--- config.mk ---
export PLATFORM = sky130hd
export DESIGN_NAME = adder_pipe
export DESIGN_NICKNAME = d
export VERILOG_FILES = /design/src/rtl/adder_pipe.sv
export SDC_FILE = /design/constraint.sdc
export NUM_CORES = 1
export LEC_CHECK = 0
export BUFFER_PORTS_ARGS = -buffer_cell sky130_fd_sc_hd__buf_2
export CORE_UTILIZATION = 40
export DETAILED_ROUTE_END_ITERATION = 12
export GPL_TIMING_DRIVEN = 0
export PLACE_DENSITY = 0.62
export SYNTH_ARGS = -nofsm -noshare
export SYNTH_HDL_FRONTEND = slang
export SYNTH_SLANG_ARGS = --single-unit
--- constraint.sdc ---
create_clock -name clk -period 6.7 [get_ports clk]
set_input_delay 0.67 -clock clk [delete_from_list [all_inputs] [get_ports clk]]
set_output_delay 0.67 -clock clk [all_outputs]
set_load 0.01 [all_outputs]
--- src/rtl/adder_pipe.sv ---
// adder_pipe: pipelined, carry-chunked add/subtract unit behind valid/ready.
// Each stage resolves one CHUNK-bit slice of the result and passes its carry
// to the next stage through a register, so a WIDTH-bit operation takes
// STAGES = WIDTH/CHUNK cycles. Back-pressure propagates combinationally from
// out_ready through the stage chain to in_ready.
module adder_pipe #(
    parameter int WIDTH = 32,
    parameter int CHUNK = 8
) (
    input  logic             clk,
    input  logic             rst_n,
    input  logic             in_valid,
    output logic             in_ready,
    input  logic [WIDTH-1:0] a,
    input  logic [WIDTH-1:0] b,
    input  logic             cin,
    input  logic             sub,
    output logic             out_valid,
    input  logic             out_ready,
    output logic [WIDTH-1:0] sum,
    output logic             cout,
    output logic             ovf
);

    localparam int STAGES = WIDTH / CHUNK;
    localparam int RES_W  = WIDTH + 2;

    // Resolves chunk k of x+y+c and merges it into the partial result s.
    // Returns {overflow, carry_out, merged_result}. The overflow bit is only
    // meaningful for the top chunk: carry into its MSB is recovered as
    // x^y^sum at that bit position, then XORed with the carry out.
    function automatic logic [RES_W-1:0] step_chunk(
        input logic [WIDTH-1:0] x,
        input logic [WIDTH-1:0] y,
        input logic [WIDTH-1:0] s,
        input logic             c,
        input int               k
    );
        logic [CHUNK-1:0] xc;
        logic [CHUNK-1:0] yc;
        logic [CHUNK:0]   r;
        logic [WIDTH-1:0] ns;
        logic             cmsb;
        xc   = x[k*CHUNK +: CHUNK];
        yc   = y[k*CHUNK +: CHUNK];
        r    = {1'b0, xc} + {1'b0, yc} + {{CHUNK{1'b0}}, c};
        ns   = s;
        ns[k*CHUNK +: CHUNK] = r[CHUNK-1:0];
        cmsb = xc[CHUNK-1] ^ yc[CHUNK-1] ^ r[CHUNK-1];
        return {r[CHUNK] ^ cmsb, r[CHUNK], ns};
    endfunction

    // Stage registers. Index k holds the state after chunk k is resolved;
    // the last stage lives in the output ports sum/cout/ovf instead.
    logic [STAGES-1:0] vld_p;
    logic [STAGES-1:0] en;
    logic [WIDTH-1:0]  a_p [STAGES];
    logic [WIDTH-1:0]  b_p [STAGES];
    logic [WIDTH-1:0]  s_p [STAGES];
    logic              c_p [STAGES];
    logic [RES_W-1:0]  nx  [STAGES];
    logic [WIDTH-1:0]  b_in;
    logic              last_src_vld;

    // Subtraction is a + ~b + 1, so B is inverted once on entry and the
    // forced carry-in supplies the +1.
    assign b_in = sub ? ~b : b;

    generate
        if (STAGES == 1) begin : g_single
            assign last_src_vld = in_valid;
        end else begin : g_multi
            assign last_src_vld = vld_p[STAGES-2];
        end
    endgenerate

    assign out_valid = vld_p[STAGES-1];
    assign in_ready  = en[0];

    // Load enables: a stage may load when it is empty or its contents move on.
    always_comb begin
        logic go;
        en = '0;
        go = !vld_p[STAGES-1] || out_ready;
        en[STAGES-1] = go;
        for (int k = STAGES - 2; k >= 0; k--) begin
            go    = !vld_p[k] || go;
            en[k] = go;
        end
    end

    // Next-state value of every stage, computed from its predecessor.
    always_comb begin
        for (int k = 0; k < STAGES; k++) begin
            nx[k] = '0;
        end
        nx[0] = step_chunk(a, b_in, {WIDTH{1'b0}}, sub | cin, 0);
        for (int k = 1; k < STAGES; k++) begin
            nx[k] = step_chunk(a_p[k-1], b_p[k-1], s_p[k-1], c_p[k-1], k);
        end
    end

    // Stage valid bits: cleared by reset, shifted forward under the enables.
    always_ff @(posedge clk) begin
        if (!rst_n) begin
            vld_p <= '0;
        end else begin
            if (en[0]) begin
                vld_p[0] <= in_valid;
            end
            for (int k = 1; k < STAGES; k++) begin
                if (en[k]) begin
                    vld_p[k] <= vld_p[k-1];
                end
            end
        end
    end

    // Intermediate stage data: loaded only when a valid operation moves in.
    always_ff @(posedge clk) begin
        // p0: capture operands and resolve chunk 0
        if (en[0] && in_valid) begin
            a_p[0] <= a;
            b_p[0] <= b_in;
            s_p[0] <= nx[0][WIDTH-1:0];
            c_p[0] <= nx[0][WIDTH];
        end
        // pk: resolve chunk k from the stored operands and carry
        for (int k = 1; k < STAGES - 1; k++) begin
            if (en[k] && vld_p[k-1]) begin
                a_p[k] <= a_p[k-1];
                b_p[k] <= b_p[k-1];
                s_p[k] <= nx[k][WIDTH-1:0];
                c_p[k] <= nx[k][WIDTH];
            end
        end
    end

    // Final stage registers the visible result; cleared on reset and held
    // stable while the consumer stalls.
    always_ff @(posedge clk) begin
        if (!rst_n) begin
            sum  <= '0;
            cout <= 1'b0;
            ovf  <= 1'b0;
        end else if (en[STAGES-1] && last_src_vld) begin
            sum  <= nx[STAGES-1][WIDTH-1:0];
            cout <= nx[STAGES-1][WIDTH];
            ovf  <= nx[STAGES-1][WIDTH+1];
        end
    end

endmodule
==> results of run 1 <==
[power groups by stage]
stage / sequential, uW / clock, uW / combinational [uW]
6_report: 1340 / 1000 / 193
3_3_place_gp: 1370 / 0 / 180
5_1_grt: 1340 / 1070 / 218
4_1_cts: 1340 / 1030 / 196
3_5_place_dp: 1360 / 0 / 194
2_1_floorplan: 1360 / 0 / 123
[cell families after synthesis]
kind of cell | count (synthesis)
xor gates and xnor gates | 48
buffers and inverters | 31
DFF | 185
adders and majority gates | 36
AOI/OAI and AO/OA | 97
and+or+nand+nor | 103
[per-layer routing]
| metal | wire, um | up-vias | GRT usage [%] |
|---|---|---|---|
| li1 | - | 2061 | - |
| met1 | 5350 | 1918 | 17.1 |
| met2 | 6070 | 120 | 23.5 |
| met3 | 679 | 16 | 3.38 |
| met4 | 267 | 0 | 8.49 |
| met5 | 0 | - | 0 |
[critical path, delay by kind of cell]
kind                     cells  cell delay, ns
buffers and inverters        3            0.69
AO/OA/AOI/OAI                4            0.93
AND/OR/NAND/NOR              1            0.06
XOR/XNOR                     1            0.14
adder cells (fa/ha/maj)      2            0.63
[final cells by class]
cell class / instances / share of cell area, %
plain buffers: 16 / 0.777
well taps: 229 / 3.24
repair buffers: 107 / 6.98
multi-input cells: 284 / 23.1
flip-flops and latches: 185 / 58.5
clock inverters: 8 / 1.33
clock buffers: 24 / 5.44
inverters: 15 / 0.636
[how the worst min path moves through the flow]
| stage | from | end | slack (ns) | cells past startpoint |
|---|---|---|---|---|
| finish | a_p[0][63] | a_p[0][95] | 0.41 | 0 |
| global route | a[25] | a_p[0][25] | 0.39 | 1 |
| floorplan | a_p[0][16] | a_p[0][48] | 0.40 | 0 |
| detailed placement | a_p[0][18] | a_p[0][50] | 0.40 | 0 |
| CTS | a[8] | a_p[0][8] | 0.40 | 1 |
| global placement | b_p[0][58] | b_p[0][90] | 0.40 | 0 |
[registers in the layout (all words and copies together) (netlist names)]
name and count:
ovf 1, sum 32, vld_p 4, cout 1
s_p 48, c_p 3, b_p 48, a_p 48
[cells in the final DEF, fill, tap and decap left out, types with 4 or more instances in the layout]
cell type / n
xor2_1: 37
nor2_1: 25
a21oi_1: 43
clkbuf_16: 17
xnor2_1: 11
inv_1: 14
edfxtp_1: 147
buf_2: 110
o21bai_1: 5
a211oi_1: 7
fa_1: 8
clkbuf_1: 13
nand2_1: 54
dfxtp_1: 38
nand3_1: 5
a21o_1: 12
ha_1: 28
o21a_1: 4
o21ai_0: 10
[through the flow]
step	utilization, %	std cells	hold WS (ns)
3_5_place_dp	45.9	836	0.405
6_report	49.3	868	0.415
2_1_floorplan	-	500	0.400
3_3_place_gp	45.2	832	0.402
5_1_grt	49.3	868	0.393
4_1_cts	49.3	868	0.398
[Yosys cell counts (5+ instances only)]
cell and number:
edfxtp_1 147, xnor2_1 11, o21ai_0 10, xor2_1 37
o21bai_1 5, a211oi_1 7, nand2_1 54, inv_1 14
nor2_1 25, nand3_1 5, buf_2 7, dfxtp_1 38
a21oi_1 43, ha_1 28, a21o_1 12, fa_1 8
clkbuf_1 9
==> results by stage, run 1 <==
Run status:
- The flow ran to the end, and the final reports show no timing, DRC or antenna violations.

Worst setup path:
- In this run the worst path has a maximum fanout of 10.
- In this run the critical register-to-register path is captured at c_p[0][1].
- The start point of the critical path is sub.
- The kind of launch point of the worst setup path is an input pin.
- The library cell contributing the largest single delay on the critical path is fa_1.
- Measured in cells, the most critical reg-to-reg path has a length of 7.
- STA puts the critical path data arrival time at 3.11 ns.
- The kind of capture point of the worst setup path is a flop.
- The type of the setup path with the least slack is input pin to flop.
- The end point of the critical path is s_p[0][6].
- The setup slack of the worst register-to-register path is between 4 and 5 ns.
- The critical register-to-register path startpoint is c_p[0][0].
- The largest incremental delay on the critical path is 0.43 ns.
- The data required time of the critical path is ~7 ns.
- The critical path goes through clkbuf_1 -> buf_2 -> xor2_1 -> fa_1 -> inv_1 -> fa_1 -> nor2b_1 -> o21ai_0 -> a21boi_0 -> o31ai_1 -> a21boi_0.

STA:
- Setup total negative slack on the finished layout was measured at 0 ns.
- Setup violations remaining at the end of the flow were counted as 0.
- The upper clock frequency limit is between 300 and 400 MHz.
- At the pin with the least slew margin, the transition time is 0.752 ns.
- The hold violation total from the final report is 0.
- The final max-slew violation count is 0.
- Setup repair after global routing left no endpoint under its margin.
- The tightest slew margin relative to the limit is roughly 50%.
- The shortest clock period the worst path allows after layout is roughly 2.9 ns.
- The setup slack of the critical path after layout is 3.83 ns.
- The portion of the clock cycle consumed by the worst path in the final layout is 42.8%.
- The setup skew after layout is approximately 0.0068 ns.

Synth:
- The post-synthesis instance total is 500.
- Counting flops and latches in the post-synthesis netlist gives ~190.
- The number of different library cells in the post-synthesis netlist is 43.
- The fraction of the yosys area taken by sequential cells is between 70 and 80%.
- The number of enable flip-flop cells after synthesis is 147.
- By area, the combinational part of the netlist is dominated by compound AO/OA/AOI/OAI gates.
- The largest total area in the synthesized netlist belongs to edfxtp_1.
- The XOR/XNOR share of the synthesized area is roughly 5.7%.
- Synthesis produced a netlist with a net count of slightly above 600.
- The share of Yosys cell area claimed by the top area cell type is about 60%.
- The adder and majority cell fraction of the synthesized area is between 6 and 7%.
- For this run, asynchronously set or reset flops after synthesis account for 0%.
- The basic-gate share of the synthesized area counting and, or, nand and nor cells is under 10%.
- The synthesized cell area is around 0.0073 mm^2.
- Dividing the synthesized area by the synthesized cell count gives around 15 um^2.
- The number of synthesis warnings is 0.
- After synthesis, the share of cell area in mux cells is 0%.
- Yosys attributes the largest share of cell area to edfxtp_1, dfxtp_1, ha_1.
- Among all flip-flop cells after synthesis, the most frequent one is edfxtp_1.
- The synthesized netlist devotes 8.66% of its cell area to compound gates.

Finish:
- The register area is around 0.0052 mm^2.
- In the final layout, the share of cells above drive strength 1 is 23.3%.
- The repair_antennas step left the layout with diodes totalling 0.
- The total of fill cells in the finished design is ~1500.
- After routing the design area is 0.00885 mm^2.
- In the final layout, the multi-input gates occupy 0.00205 mm^2.
- The area growth from synthesis to layout is 21.0%.
- The final layout contains about 730 nets.

Global route:
- The final global-route overflow total is 0.
- Entering global routing, the biggest net connects 30 pins.
- The first global-routing pass estimated around 20000 um of wire.
- The via count of the first global-routing pass is about 4100.
- The number of antenna violations at the first check in global routing is 0.
- Global routing consumed, over all layers together, between 10 and 15% of the routing resources.

Clocking:
- After clock tree synthesis, the clock-pin slew on the worst setup and hold paths is roughly 0.060 ns.
- The clock latency on the worst-skew pair is about 0.42 ns.
- The root buffer cell chosen for the clock tree is clkbuf_16.
- After clock tree synthesis, the setup repair step added 0 buffers.
- Buffers inserted during clock tree synthesis total 17.
- The count of hold buffers inserted by post-cts repair is 0.
- The maximum clock insertion buffer count is 2.
- In this run, post-CTS repair resized a total of 0 instances.
- The clock tree synthesis step divided the H-tree into 4 levels.
- TritonCTS built the clock tree.
- The clock sink total is roughly 190.

Power:
- The proportion of total power due to net switching is 20.3%.
- The worst ir drop on vdd is about 180 uV.
- For this design the total switching power over the nets is slightly above 500 uW.
- Summed over all cells, the static leakage comes to around 0.0034 uW.
- The clock network power share is between 30% and 40%.
- The internal portion of total power is 2020 uW.
- Of the total power, combinational logic draws 7.6%.
- The cell area power density is roughly 290 mW/mm^2.
- The completed layout was analyzed and its total power is 2530 uW.
- Per report_power, the sequential group accounts for a little over half of the total.

Floorplanning:
- The die footprint is approximately 0.019 mm^2.
- The total I/O pin count is 106.
- The die span in x is 137 um.
- The region available for standard cell placement spans 0.0180 mm^2.
- The initial core utilization is 40.7%.
- The die is around 140 um tall.
- The row count is roughly 50.

Placed design:
- The worst setup slack before clock tree synthesis is 3.39 ns.
- Summing all placed instances gives a cell area of roughly 0.0083 mm^2.
- During placement, the flow inserted port buffers numbering 103.
- Routability-driven placement finished with a final weighted congestion of 0.870.
- The post-detailed-placement half-perimeter wirelength is around 9000 um.

Drt:
- The starting DRC count in detailed routing is 310.
- The routed layout has slightly above 4000 vias.
- In the routed design, unresolved DRC markers number 0.
- The via-per-instance ratio is about 4.7.
- The routed design has about 12000 um of wire.
- The detailed-routing iteration count for the pre-antenna-repair pass is 4.
- The average routed wire per standard cell is 14.3 um.
- The post-route antenna net violation count is 0.

Job:
- The max capacitance violation total is 0.

Hold path:
- The class of the worst hold path is flop to flop.
No activity file was read; power rests on OpenSTA's default activity.
==> run 2: changes to the inputs <==
Settings changed: PLACE_DENSITY 0.62 to 0.64.
Clock period 6.7 ns to 2.3 ns, I/O delays scaled along.
==> results by stage, run 2 (same netlist as run 1, synthesis figures left out) <==
Global route:
- The final global-route overflow total is 0 (unchanged).
- The via count of the first global-routing pass was 4029 (-1.3%).
- The number of antenna violations at the first check in global routing is 0 (unchanged).
- The pin count of the biggest net entering global routing is 28 (-6.7%).
- The global-route wire length before repair is 19900 um (+1.2%).
- The total track usage came to 14.4% (+0.13 points).

Clocking:
- The clock sink total is 185 (unchanged).
- The maximum clock insertion buffer count is 2 (unchanged).
- The clock edge transition at the registers on the reported setup and hold paths came to 0.07 ns (about the same).
- The number of buffers added by the clock tree synthesis step is 17 (unchanged).
- The clock latency on the worst-skew pair is 0.42 ns (about the same).
- TritonCTS built the clock tree.
- The tree is rooted in a clkbuf_16.
- The H-tree level count is 4 (unchanged).

STA:
- The final max-slew violation count is 0 (unchanged).
- Static timing analysis puts the maximum clock frequency at about 440 MHz.
- Setup repair after global routing could not meet its margin everywhere.
- The setup skew after layout is 0.00917 ns (+0.00240 ns).
- The shortest clock period the worst path allows after layout is roughly 2.3 ns.
- The portion of the clock cycle consumed by the worst path in the final layout is about 100%.
- The slew of the pin with the lowest slew margin is 0.714 ns (-0.0379 ns).
- The hold violation total from the final report is 0 (unchanged).
- The total setup violations reported at the end of the flow is 0 (unchanged).
- The tightest slew margin relative to the limit is 52.1% (+2.4 points).

Floorplanning:
- The initial core utilization is 40.7% (unchanged).
- The row count is 49 (unchanged).
- The die footprint is 0.0188 mm^2 (unchanged).
- The die span in x came to 137 um (unchanged).
- The total I/O pin count is 106 (unchanged).
- The core area is 0.0180 mm^2 (unchanged).
- The overall die height is 137 um (unchanged).

Finish:
- The net total in the final layout is 761 (+4.0%).
- The most frequent standard cell in the layout excluding fill and tap cells is edfxtp_1.
- The number of diodes added for antenna fixing was 0 (unchanged).
- The largest registers in the layout are a_p (48), b_p (48), s_p (48).
- The cell area after layout is 0.00920 mm^2 (+3.9%).
- The core occupancy in the finished layout is 51.2% (+1.9 points).
- From synthesis to final layout, the design area changed by 25.8%.
- The total of fill cells in the finished design is 1528 (+0.13%).
- The share of cells above drive strength 1 is 25.6% (+2.3 points).
- In the layout the commonest cells are edfxtp_1, buf_2, nand2_1.

Drt:
- The average routed wire per standard cell was 14.7 um (+2.9%).
- The via-per-instance ratio came to 4.77 (+0.55%).
- The post-route antenna net violation count is 0 (unchanged).
- The DRC violation count after routing is 0 (unchanged).
- The routed via count is 4276 (+3.9%).
- The final wirelength was 13200 um (+6.3%).
- The detailed-routing iteration count for the pre-antenna-repair pass is 4 (unchanged).
- The starting DRC count in detailed routing was 223 (-28%).

Worst setup path:
- The library cell contributing the largest single delay on the critical path is fa_2.
- The kind of capture point of the worst setup path is a flop.
- Among the stages of the critical path, the cell type that occurs most often is fa_2.
- In this run the worst setup path begins at c_p[0][1].
- Walking the worst path, the cells encountered are fa_2 -> fa_2 -> a21o_1 -> a21oi_2 -> buf_4 -> o21bai_1 -> a211oi_1 -> a21oi_1.
- The largest fanout on the critical path is 2 (-8).
- The data required time of the critical path is 2.47 ns (-4.48 ns).
- The largest incremental delay on the critical path is 0.42 ns (about the same).
- The arrival time at the worst endpoint is 2.43 ns (-0.68 ns).
- The worst setup path is launched from a flop.
- The critical register-to-register path startpoint is c_p[0][1].
- The type of the setup path with the least slack is flop to flop.

Run status:
- The run finished with clean final reports.

Power:
- The cell leakage power came to 0.00358 uW (+3.9%).
- The worst ir drop on vdd came to 574 uV (+210%).
- The cell area power density is 830 mW/mm^2 (+190%).
- The total power is 7640 uW (+200%).

Placed design:
- The post-detailed-placement half-perimeter wirelength is 9390 um (+2.1%).
- The cell area after placement is 0.00826 mm^2 (about the same).
- The global placer's final weighted congestion was 0.768 (-12%).
- The number of buffers inserted by port buffering is 103 (unchanged).

Job:
- The max capacitance violation total is 0 (unchanged).

Hold path:
- The class of the worst hold path is input pin to flop.
- The startpoint identified for the worst hold timing path is b[26].
## run 2: final timing paths
check | slack [ns] | cells past startpoint | end
max reg2reg | 0.04 | 8 | s_p[2][22]
min reg2reg | 0.41 | 0 | b_p[0][62]
min | 0.10 | 2 | b_p[0][26]
max | 0.04 | 8 | s_p[2][22]
## run 2: routing by layer
layer / wire length (um) / part of all wire, % / GRT usage (%) / vias to the layer above
li1: - / - / - / 2124
met1: 5670 / 43 / 17.1 / 2023
met2: 6580 / 50 / 24.1 / 112
met3: 644 / 4.9 / 3.90 / 17
met4: 263 / 2.0 / 7.02 / 0
met5: 0 / 0 / 0 / -
## run 2: what timing repair did
action                                 4_1_cts  5_1_grt
cloned                                       0        1
gates resized for setup                      8        4
hold buffers                                24        0
endpoints found under the hold margin       24        0
pin swaps                                    3        4
setup buffers                                2        2
setup endpoints to repair                    6       34
## run 2: final cells by class
cell class | instances | area [um^2] | area share (%)
clock buffer | 17 | 425 | 4.62
sequential | 185 | 5170 | 56.2
clock inverter | 15 | 210 | 2.28
buffer | 16 | 76.3 | 0.830
tap | 229 | 287 | 3.11
inverter | 15 | 56.3 | 0.612
multi-input combinational | 285 | 2090 | 22.7
timing repair buffer | 135 | 881 | 9.57
## run 2: where the power goes
| group | switching, uW | leakage (uW) | total, uW | internal [uW] |
|---|---|---|---|---|
| Sequential | 52.0 | 0.00170 | 3900 | 3840 |
| Combinational | 322 | 0.00158 | 619 | 297 |
| Clock | 1280 | 0.000301 | 3120 | 1840 |
| Total | 1650 | 0.00358 | 7640 | 5990 |
## run 2: per-stage QoR
| step | TNS, ns | std cells | hold slack [ns] | setup slack [ns] |
|---|---|---|---|---|
| after global routing | -0.0892 | 897 | 0.0878 | -0.0632 |
| final | 0 | 897 | 0.103 | 0.0398 |
| after floorplan | -13.45 | 500 | 0.329 | -0.274 |
| after detailed placement | -1.13 | 836 | 0.405 | -0.273 |
| after CTS | 0 | 894 | 0.0792 | 0.0144 |
| after global placement | -93.63 | 832 | 0.400 | -0.932 |
## run 2: worst max-delay path, delay by kind of cell (launching register included)
kind | cells | cell delay (ns)
compound gates | 5 | 0.68
flops | 1 | 0.41
fa+ha+maj | 2 | 0.78
buf+inv | 1 | 0.14
